==> config.mk <==
export PLATFORM = sky130hd
export DESIGN_NAME = ct_piu_l2pmp_apb_bridge
export DESIGN_NICKNAME = d
export VERILOG_FILES = /design/src/rtl/ct_piu_l2pmp_apb_bridge.sv
export SDC_FILE = /design/constraint.sdc
export NUM_CORES = 1
export LEC_CHECK = 0
export BUFFER_PORTS_ARGS = -buffer_cell sky130_fd_sc_hd__buf_2
export CAP_MARGIN = 20
export CORE_ASPECT_RATIO = 0.6
export CORE_MARGIN = 2
export CORE_UTILIZATION = 54
export CTS_BUF_LIST = sky130_fd_sc_hd__clkbuf_2
export DETAILED_ROUTE_END_ITERATION = 6
export GPL_ROUTABILITY_DRIVEN = 0
export GPL_TIMING_DRIVEN = 0
export PLACE_DENSITY_LB_ADDON = 0.12
export SYNTH_ARGS = -nofsm -noshare
export SYNTH_HDL_FRONTEND = slang
export SYNTH_SLANG_ARGS = --single-unit
==> constraint.sdc <==
create_clock -name forever_cpuclk -period 2.18 [get_ports forever_cpuclk]
set_input_delay 0.109 -clock forever_cpuclk [delete_from_list [all_inputs] [get_ports forever_cpuclk]]
set_output_delay 0.109 -clock forever_cpuclk [all_outputs]
set_load 0.02 [all_outputs]
==> src/rtl/ct_piu_l2pmp_apb_bridge.sv <==
// Purpose : bridge 32-bit APB transfers on the L2PMP port onto 64-bit piu_regs operations,
//           with lo-half write staging, a hi-half read capture, index range checking and a timeout.
// Latency : local transfers (lo write, hi read, range error) respond 1 cycle after the access phase;
//           register operations respond 1 cycle after regs_piu_cmplt, or TIMEOUT+1 cycles after sel.
// Backpressure: APB is held with pready low until the transfer resolves; one transfer in flight.
//
// Ports:
//   forever_cpuclk, cpurst                 clock, synchronous active-high reset
//   psel/penable/pwrite/paddr/pwdata_l2pmp_x   APB request side
//   pready/perr_l2pmp_x, x_prdata_l2pmp    APB response side (zero outside the pready cycle)
//   piu_regs_sel/op/wr/wdata               one-cycle register request, op is the one-hot index
//   regs_piu_cmplt, regs_piu_rdata         register unit completion and 64-bit read data
//   piu_xx_regs_no_op                      high while the bridge is idle
module ct_piu_l2pmp_apb_bridge #(
  parameter int NUM_REG = 16,
  parameter int ADDR_W  = 12,
  parameter int TIMEOUT = 256
) (
  input  logic              forever_cpuclk,
  input  logic              cpurst,
  input  logic              psel_l2pmp_x,
  input  logic              penable_l2pmp_x,
  input  logic              pwrite_l2pmp_x,
  input  logic [ADDR_W-1:0] paddr_l2pmp_x,
  input  logic [31:0]       pwdata_l2pmp_x,
  input  logic              regs_piu_cmplt,
  input  logic [63:0]       regs_piu_rdata,
  output logic              pready_l2pmp_x,
  output logic              perr_l2pmp_x,
  output logic [31:0]       x_prdata_l2pmp,
  output logic              piu_regs_sel,
  output logic [NUM_REG-1:0] piu_regs_op,
  output logic              piu_regs_wr,
  output logic [63:0]       piu_regs_wdata,
  output logic              piu_xx_regs_no_op
);

  localparam int IDX_W = ADDR_W - 3;
  localparam int CNT_W = $clog2(TIMEOUT);
  localparam logic [31:0]      NUM_REG_U = NUM_REG;
  localparam logic [CNT_W-1:0] CNT_LAST  = CNT_W'(TIMEOUT - 1);

  typedef enum logic [1:0] {
    IDLE = 2'd0,
    REQ  = 2'd1,
    WAIT = 2'd2,
    RESP = 2'd3
  } state_t;

  state_t state, state_nxt;

  logic [IDX_W-1:0] idx_q;
  logic             wr_q;
  logic [63:0]      wdata_q;
  logic [31:0]      stage_lo;
  logic [31:0]      cap_hi;
  logic [31:0]      resp_data;
  logic             resp_err;
  logic [CNT_W-1:0] cnt;

  // Byte-lane bits carry no meaning for 32-bit accesses.
  logic unused_paddr;
  assign unused_paddr = ^paddr_l2pmp_x[1:0];

  logic             access;
  logic [IDX_W-1:0] acc_idx;
  logic             acc_hi;
  logic             acc_oob;

  assign access  = psel_l2pmp_x & penable_l2pmp_x;
  assign acc_idx = paddr_l2pmp_x[ADDR_W-1:3];
  assign acc_hi  = paddr_l2pmp_x[2];
  assign acc_oob = (32'(acc_idx) >= NUM_REG_U);

  // State register
  always_ff @(posedge forever_cpuclk) begin
    if (cpurst) begin
      state <= IDLE;
    end else begin
      state <= state_nxt;
    end
  end

  // Next state and outputs
  always_comb begin
    state_nxt         = state;
    pready_l2pmp_x    = 1'b0;
    perr_l2pmp_x      = 1'b0;
    x_prdata_l2pmp    = 32'd0;
    piu_regs_sel      = 1'b0;
    piu_regs_op       = '0;
    piu_regs_wr       = 1'b0;
    piu_regs_wdata    = 64'd0;
    piu_xx_regs_no_op = 1'b0;

    case (state)
      IDLE: begin
        piu_xx_regs_no_op = 1'b1;
        if (access) begin
          // Only hi writes and lo reads need the register unit; everything else answers locally.
          if (!acc_oob && (pwrite_l2pmp_x == acc_hi)) begin
            state_nxt = REQ;
          end else begin
            state_nxt = RESP;
          end
        end
      end
      REQ: begin
        piu_regs_sel   = 1'b1;
        piu_regs_wr    = wr_q;
        piu_regs_wdata = wr_q ? wdata_q : 64'd0;
        for (int i = 0; i < NUM_REG; i++) begin
          piu_regs_op[i] = (idx_q == IDX_W'(i));
        end
        state_nxt = regs_piu_cmplt ? RESP : WAIT;
      end
      WAIT: begin
        if (regs_piu_cmplt || (cnt == CNT_LAST)) begin
          state_nxt = RESP;
        end
      end
      RESP: begin
        pready_l2pmp_x = 1'b1;
        perr_l2pmp_x   = resp_err;
        x_prdata_l2pmp = resp_data;
        state_nxt      = IDLE;
      end
      default: state_nxt = IDLE;
    endcase
  end

  // Datapath: staging, capture, latched request and response, wait counter
  always_ff @(posedge forever_cpuclk) begin
    if (cpurst) begin
      idx_q     <= '0;
      wr_q      <= 1'b0;
      wdata_q   <= 64'd0;
      stage_lo  <= 32'd0;
      cap_hi    <= 32'd0;
      resp_data <= 32'd0;
      resp_err  <= 1'b0;
      cnt       <= '0;
    end else begin
      case (state)
        IDLE: begin
          if (access) begin
            // Response data stays 0 unless a read path fills it, so writes return 0.
            resp_err  <= 1'b0;
            resp_data <= 32'd0;
            if (acc_oob) begin
              resp_err <= 1'b1;
            end else if (pwrite_l2pmp_x && !acc_hi) begin
              stage_lo <= pwdata_l2pmp_x;
            end else if (pwrite_l2pmp_x) begin
              idx_q   <= acc_idx;
              wr_q    <= 1'b1;
              wdata_q <= {pwdata_l2pmp_x, stage_lo};
            end else if (!acc_hi) begin
              idx_q <= acc_idx;
              wr_q  <= 1'b0;
            end else begin
              resp_data <= cap_hi;
            end
          end
        end
        REQ: begin
          cnt <= '0;
          if (regs_piu_cmplt && !wr_q) begin
            cap_hi    <= regs_piu_rdata[63:32];
            resp_data <= regs_piu_rdata[31:0];
          end
        end
        WAIT: begin
          if (regs_piu_cmplt) begin
            if (!wr_q) begin
              cap_hi    <= regs_piu_rdata[63:32];
              resp_data <= regs_piu_rdata[31:0];
            end
          end else if (cnt == CNT_LAST) begin
            // Timed out: cap_hi keeps its old value; a late completion lands in IDLE/RESP and is dropped.
            resp_err  <= 1'b1;
            resp_data <= 32'd0;
          end else begin
            cnt <= cnt + 1'b1;
          end
        end
        default: begin
        end
      endcase
    end
  end

endmodule

### Yosys cells after proc, flatten, opt, wreduce, memory -nomap -nowiden

Cells that the tools add are included.

| cells by class | value |
|---|---|
| bitwise operators | 3 |
| $lt $le $gt $ge | 1 |
| equal/unequal tests | 31 |
| reduce and logical (&&, ||, !) cells | 20 |
| add/subtract/negate cells | 1 |
| muxes and demuxes | 40 |

Operator list:

| operator | number |
|---|---|
| 32-bit two-way mux | 13 |
| 64-bit two-way mux | 2 |
| 32-bit one-hot mux with 3 select lines | 1 |
| 9-bit by 4-bit == test with 1-bit output (second input constant) | 8 |
| 32-bit one-hot mux with 2 select lines | 1 |
| 9-bit by 3-bit == test with 1-bit output (second input constant) | 4 |
| 9-bit by 2-bit == test with 1-bit output (second input constant) | 2 |
| 9-bit two-way mux | 2 |
| 2-bit != test (second input constant) | 9 |
| 16-bit two-way mux | 1 |
| 8-bit two-way mux | 2 |
| 8-bit one-hot mux with 2 select lines | 1 |
| 5-bit AND reduction | 3 |
| 1-bit two-way mux | 12 |
| 4-bit AND reduction | 3 |
| 9-bit by 1-bit == test with 1-bit output (second input constant) | 1 |
| 9-bit by 5-bit >= comparator with 1-bit output (second input constant) | 1 |
| 9-bit zero test | 1 |
| 8-bit by 1-bit adder with 8-bit output (second input constant) | 1 |
| 8-bit == test (second input constant) | 1 |
| 2-bit one-hot mux with 4 select lines | 1 |
| 2-bit two-way mux | 3 |
| 3-bit != test (second input constant) | 2 |
| 2-bit == test (second input constant) | 2 |
| other kinds (13) | 19 |

| word-level totals | value |
|---|---|
| input port bits | 114 |
| bits in registers | 181 |
| word-level logic and storage cells | 105 |
| output and inout port bits | 117 |

### Depth between registers and ports, before layout

| logic depth | value |
|---|---|
| depth after elaboration | 6 |
| gate-level depth with buffers | 9 |
| mapped depth without buffers | 6 |

### Worst setup path after synthesis

OpenSTA, ideal clock, no wires.

| timing path | value |
|---|---|
| path kind | reg2reg |
| start point | reg state[1] |
| end point | reg resp_data[10] |
| setup time | 0.141 ns |
| period minus slack after synthesis | 1.907 ns |
| stages on the path, launching flop included | 9 |
| arrival time | 1.766 ns |
| slack | 0.273 ns |
| buffers on the path | 2 |
| required time | 2.039 ns |
| path through | dfxtp_1 > inv_1 > ha_1 > a21o_1 > a211oi_4 > and2_1 > buf_8 > buf_12 > a211oi_2 |

| on the way | value |
|---|---|
| longest elaborated chain between the ends | 3 |
| elaborated cells between the ends (all ways) | 10 |
| those cells by class | eq/ne: 6; mux: 1; reduce/logical: 3 |

Ends and longest elaborated chain:

| what | RTL line | RTL |
|---|---|---|
| from (decl) | 50 | `state_t state, state_nxt;` |
| from (signal assigned) | 80 | `state <= state_nxt;` |
| 2-bit == test (tied with other cells) | 144 | `case (state)` |
| 3-bit != test (no source line) (tied with other cells) | -- |  |
| 5-bit AND reduction (no source line) | -- |  |
| to (signal assigned) | 162 | `resp_data <= cap_hi;` |
| to (signal assigned) | 170 | `resp_data <= regs_piu_rdata[31:0];` |
| to (signal assigned) | 177 | `resp_data <= regs_piu_rdata[31:0];` |
| to (decl) | 57 | `logic [31:0] resp_data;` |

Parallel ways exist; a longest one is shown, timed or not.
A chain may end at the register's enable or synchronous reset.

### Final worst setup path

| timing path | value |
|---|---|
| start point | reg state[1] |
| end point | out piu_regs_op[7] |

| on the way | value |
|---|---|
| longest elaborated chain between the ends | 2 |

Ends and longest elaborated chain:

| what | RTL line | RTL |
|---|---|---|
| 2-bit by 1-bit == test with 1-bit output | 96 | `case (state)` |
| 16-bit two-way mux | 96 |  |
| to (decl) | 32 | `output logic [NUM_REG-1:0] piu_regs_op,` |

Every way passes these cells.

==> results.json <==
{
  "outcome": "finished, violations left",
  "violations": "setup timing",
  "path_clk_slew_ps": 330,
  "cts_tree": "done",
  "drc": 0,
  "grt_pass1_vias": 8679,
  "vias_per_cell": 6.091,
  "drtIter0Drc": 1091,
  "vias": 9697,
  "irDropWorstVdd_uv": 503.9,
  "switchingPower_uw": 4240,
  "power_density_nw_per_um2": 836.2,
  "skew_ps": 41.57,
  "synthesis.instances": 985,
  "synth_edf_count": 0,
  "internal_power_uw": 6537,
  "finalMaxSlewViolations": 0,
  "setup_viol": 95,
  "cts_root_buf": "clkbuf_2",
  "start_util_pct": 55.60,
  "power.share.clock_pct": 16.5,
  "preCtsSetupSlack_ps": -211.9,
  "firstDrtPassIters": 5,
  "netlist_top_cells_area": "dfxtp_1 45%, nand2_1 12%, a21oi_1 10%, and3_1 5.1%, a211oi_2 4.6%",
  "maxCapViolations": 0,
  "pwr-share-seq_pct": 36.9,
  "synth_most_common_cell": "nand2_1",
  "grt_usage_pct": 35.71,
  "dp_hpwl_mm": 17.96,
  "ys_types": 59,
  "relSlewSlack_pct": 53.72,
  "crit_start": "state[1]",
  "avgRoutedWirePerCell_um": 21.52,
  "die_h_um": 98.95,
  "synthArstFlopShare_pct": 0,
  "core_region_area_sq_um": 14590,
  "whs_ps": 71.70,
  "io_pins": 231,
  "cp-end-kind": "primary output",
  "final_nets": 1500,
  "h-tree-depth": 4,
  "port_buffers": 227,
  "routed_wl_mm": 34.27,
  "critPathRequiredTime_ps": 2070,
  "die_area_sq_um": 16050,
  "leakagePower_uw": 0.005000,
  "grt_max_degree": 20,
  "cts_buffers": 17,
  "synth_top_area_share_pct": 44.66,
  "cts_buffer_depth": 2,
  "grt_overflow": 0,
  "r2r-start": "state[1]",
  "synth.ff_latch_count": 181,
  "clk_latency_ps": 770,
  "ys_seq_area_share_pct": 44.66,
  "grt_pass1_wl_mm": 44.93,
  "cts_sinks": 181,
  "synth_ff_type": "dfxtp_1",
  "antenna_found_initial": 2,
  "die_w_um": 162.2,
  "row_count": 34,
  "fmax_ghz": 0.4010,
  "synth_area_per_cell_sq_um": 8.236,
  "yosysWarnings": 0,
  "p_sw_share_pct": 39.34,
  "fill_cells": 666,
  "timing.final.crit_period_ps": 2494,
  "startpoint_type": "register",
  "max_slew.worst_pin.slew_ps": 694.2,
  "hold_path.class": "input pin to register",
  "rsz0062_at_grt": "true",
  "yosys-top-cells-count": "268 x nand2_1, 181 x dfxtp_1, 169 x a21oi_1",
  "crit_type": "register to primary output",
  "finalCritPeriodShare_pct": 114.4,
  "area_growth_pct": 58.87,
  "drive_above_1_share_pct": 38.72,
  "setup_ws_ps": -313.6,
  "ant_nets": 0,
  "synth_top_cell_by_area": "dfxtp_1",
  "syn_nets": 1106,
  "worstPathArrival_ps": 2380,
  "synth_area_sq_um": 8113,
  "hold_violations": 0,
  "worstPathMaxFanout": 5,
  "combPwrFrac_pct": 46.7,
  "worstHoldStart": "pwdata_l2pmp_x[17]"
}
==> worst max-delay path, cell delays in order (launching register included) <==
cell	delay, ps
dfxtp_4	430
inv_4	60
ha_4	230
nand2b_4	80
buf_4	130
nor2_1	130
nand2_1	200
nor2_1	190
buf_4	170
==> per-layer routing <==
| layer | GRT usage, % | share of wire, % | up-vias |
|---|---|---|---|
| li1 | - | - | 4165 |
| met1 | 48.91 | 40 | 4546 |
| met2 | 56.56 | 45 | 798 |
| met3 | 7.828 | 11 | 188 |
| met4 | 11.37 | 4.7 | 0 |
| met5 | 0 | 0 | - |
==> logic make-up (layout without fill, tap and decap cells) <==
logic type	Yosys count	count (layout)	share of synthesized area, %
AND/OR/NAND/NOR	441	441	25.22
buffers and inverters	95	502	7.094
flip-flops	181	181	44.66
AO/OA/AOI/OAI	255	255	21.24
other	0	2	0
multiplexers	4	4	0.4935
XOR/XNOR	2	2	0.2160
adder cells (fa/ha/maj)	7	7	1.080
==> power groups by stage <==
stage	clock [uW]	sequential, uW	combinational [uW]
3_3_place_gp	0	3950	3040
6_report	1780	3970	5030
3_5_place_dp	0	3960	3100
4_1_cts	1740	3910	3950
5_1_grt	1910	4000	5220
2_1_floorplan	0	3900	2330
==> metrics by stage <==
| step | cells | instance area (sq um) | total power (uW) | TNS, ps | utilization [%] |
|---|---|---|---|---|---|
| after floorplan | 985 | 8113 | 6230 | 0 | - |
| after global placement | 1410 | 9497 | 6994 | -3769 | 65.08 |
| after detailed placement | 1410 | 9497 | 7060 | -4236 | 65.08 |
| after CTS | 1572 | 12110 | 9604 | -5064 | 82.98 |
| after global routing | 1592 | 12890 | 11120 | -20500 | 88.33 |
| final | 1592 | 12890 | 10780 | -10020 | 88.33 |
==> worst paths after layout <==
path / end / slack, ps / cells past startpoint
worst max-delay path: piu_regs_op[7] / -310 / 8
worst min-delay path: stage_lo[17] / 70 / 4
worst max register to register: cap_hi[11] / -50 / 9
worst min register to register: wdata_q[13] / 440 / 2
==> layout by cell type (no fill, tap or decap), types with 5 or more instances in the layout <==
| cell type | netlist | layout |
|---|---|---|
| inv_1 | 10 | 9 |
| nor2_4 | 0 | 9 |
| dfxtp_1 | 181 | 176 |
| dlygate4sd3_1 | 2 | 118 |
| clkbuf_16 | 0 | 11 |
| and3_4 | 0 | 64 |
| and2_4 | 0 | 32 |
| a211oi_2 | 30 | 30 |
| a22oi_1 | 22 | 19 |
| clkbuf_4 | 1 | 5 |
| clkbuf_1 | 45 | 20 |
| buf_4 | 11 | 27 |
| buf_12 | 3 | 11 |
| nor3b_1 | 5 | 5 |
| a22oi_2 | 10 | 13 |
| nand3_1 | 5 | 5 |
| nand2_1 | 268 | 263 |
| nor2_1 | 33 | 15 |
| clkbuf_2 | 1 | 27 |
| a21oi_1 | 169 | 169 |
| buf_6 | 6 | 117 |
| nor2_2 | 0 | 9 |
| buf_8 | 2 | 11 |
| buf_2 | 7 | 126 |
==> sequential cells by signal, indices dropped and copies added (netlist names) <==
name,count
wdata_q,64
cap_hi,32
resp_data,32
stage_lo,32
idx_q,9
cnt,8
state,2
resp_err,1
wr_q,1
==> layout make-up <==
| class | count | area (sq um) | area share, % |
|---|---|---|---|
| flip-flops and latches | 181 | 3635 | 28.20 |
| inverters | 10 | 40.04 | 0.3106 |
| clock inverters | 15 | 161.4 | 1.252 |
| clock buffers | 17 | 85.08 | 0.6601 |
| plain buffers | 81 | 706.9 | 5.485 |
| diodes | 2 | 5.005 | 0.03883 |
| repair buffers | 379 | 3498 | 27.14 |
| multi-input cells | 709 | 4509 | 34.99 |
| well taps | 198 | 247.7 | 1.922 |
==> repair_timing <==
action | in CTS | in global routing
buffers inserted | 9 | 18
pin swaps | 34 | 43
gates cloned | 5 | 7
hold buffers | 116 | 0
endpoints found under the hold margin | 147 | 0
setup endpoints to repair | 162 | 224
resized for setup | 283 | 199
(Power assumes the default switching activity.)
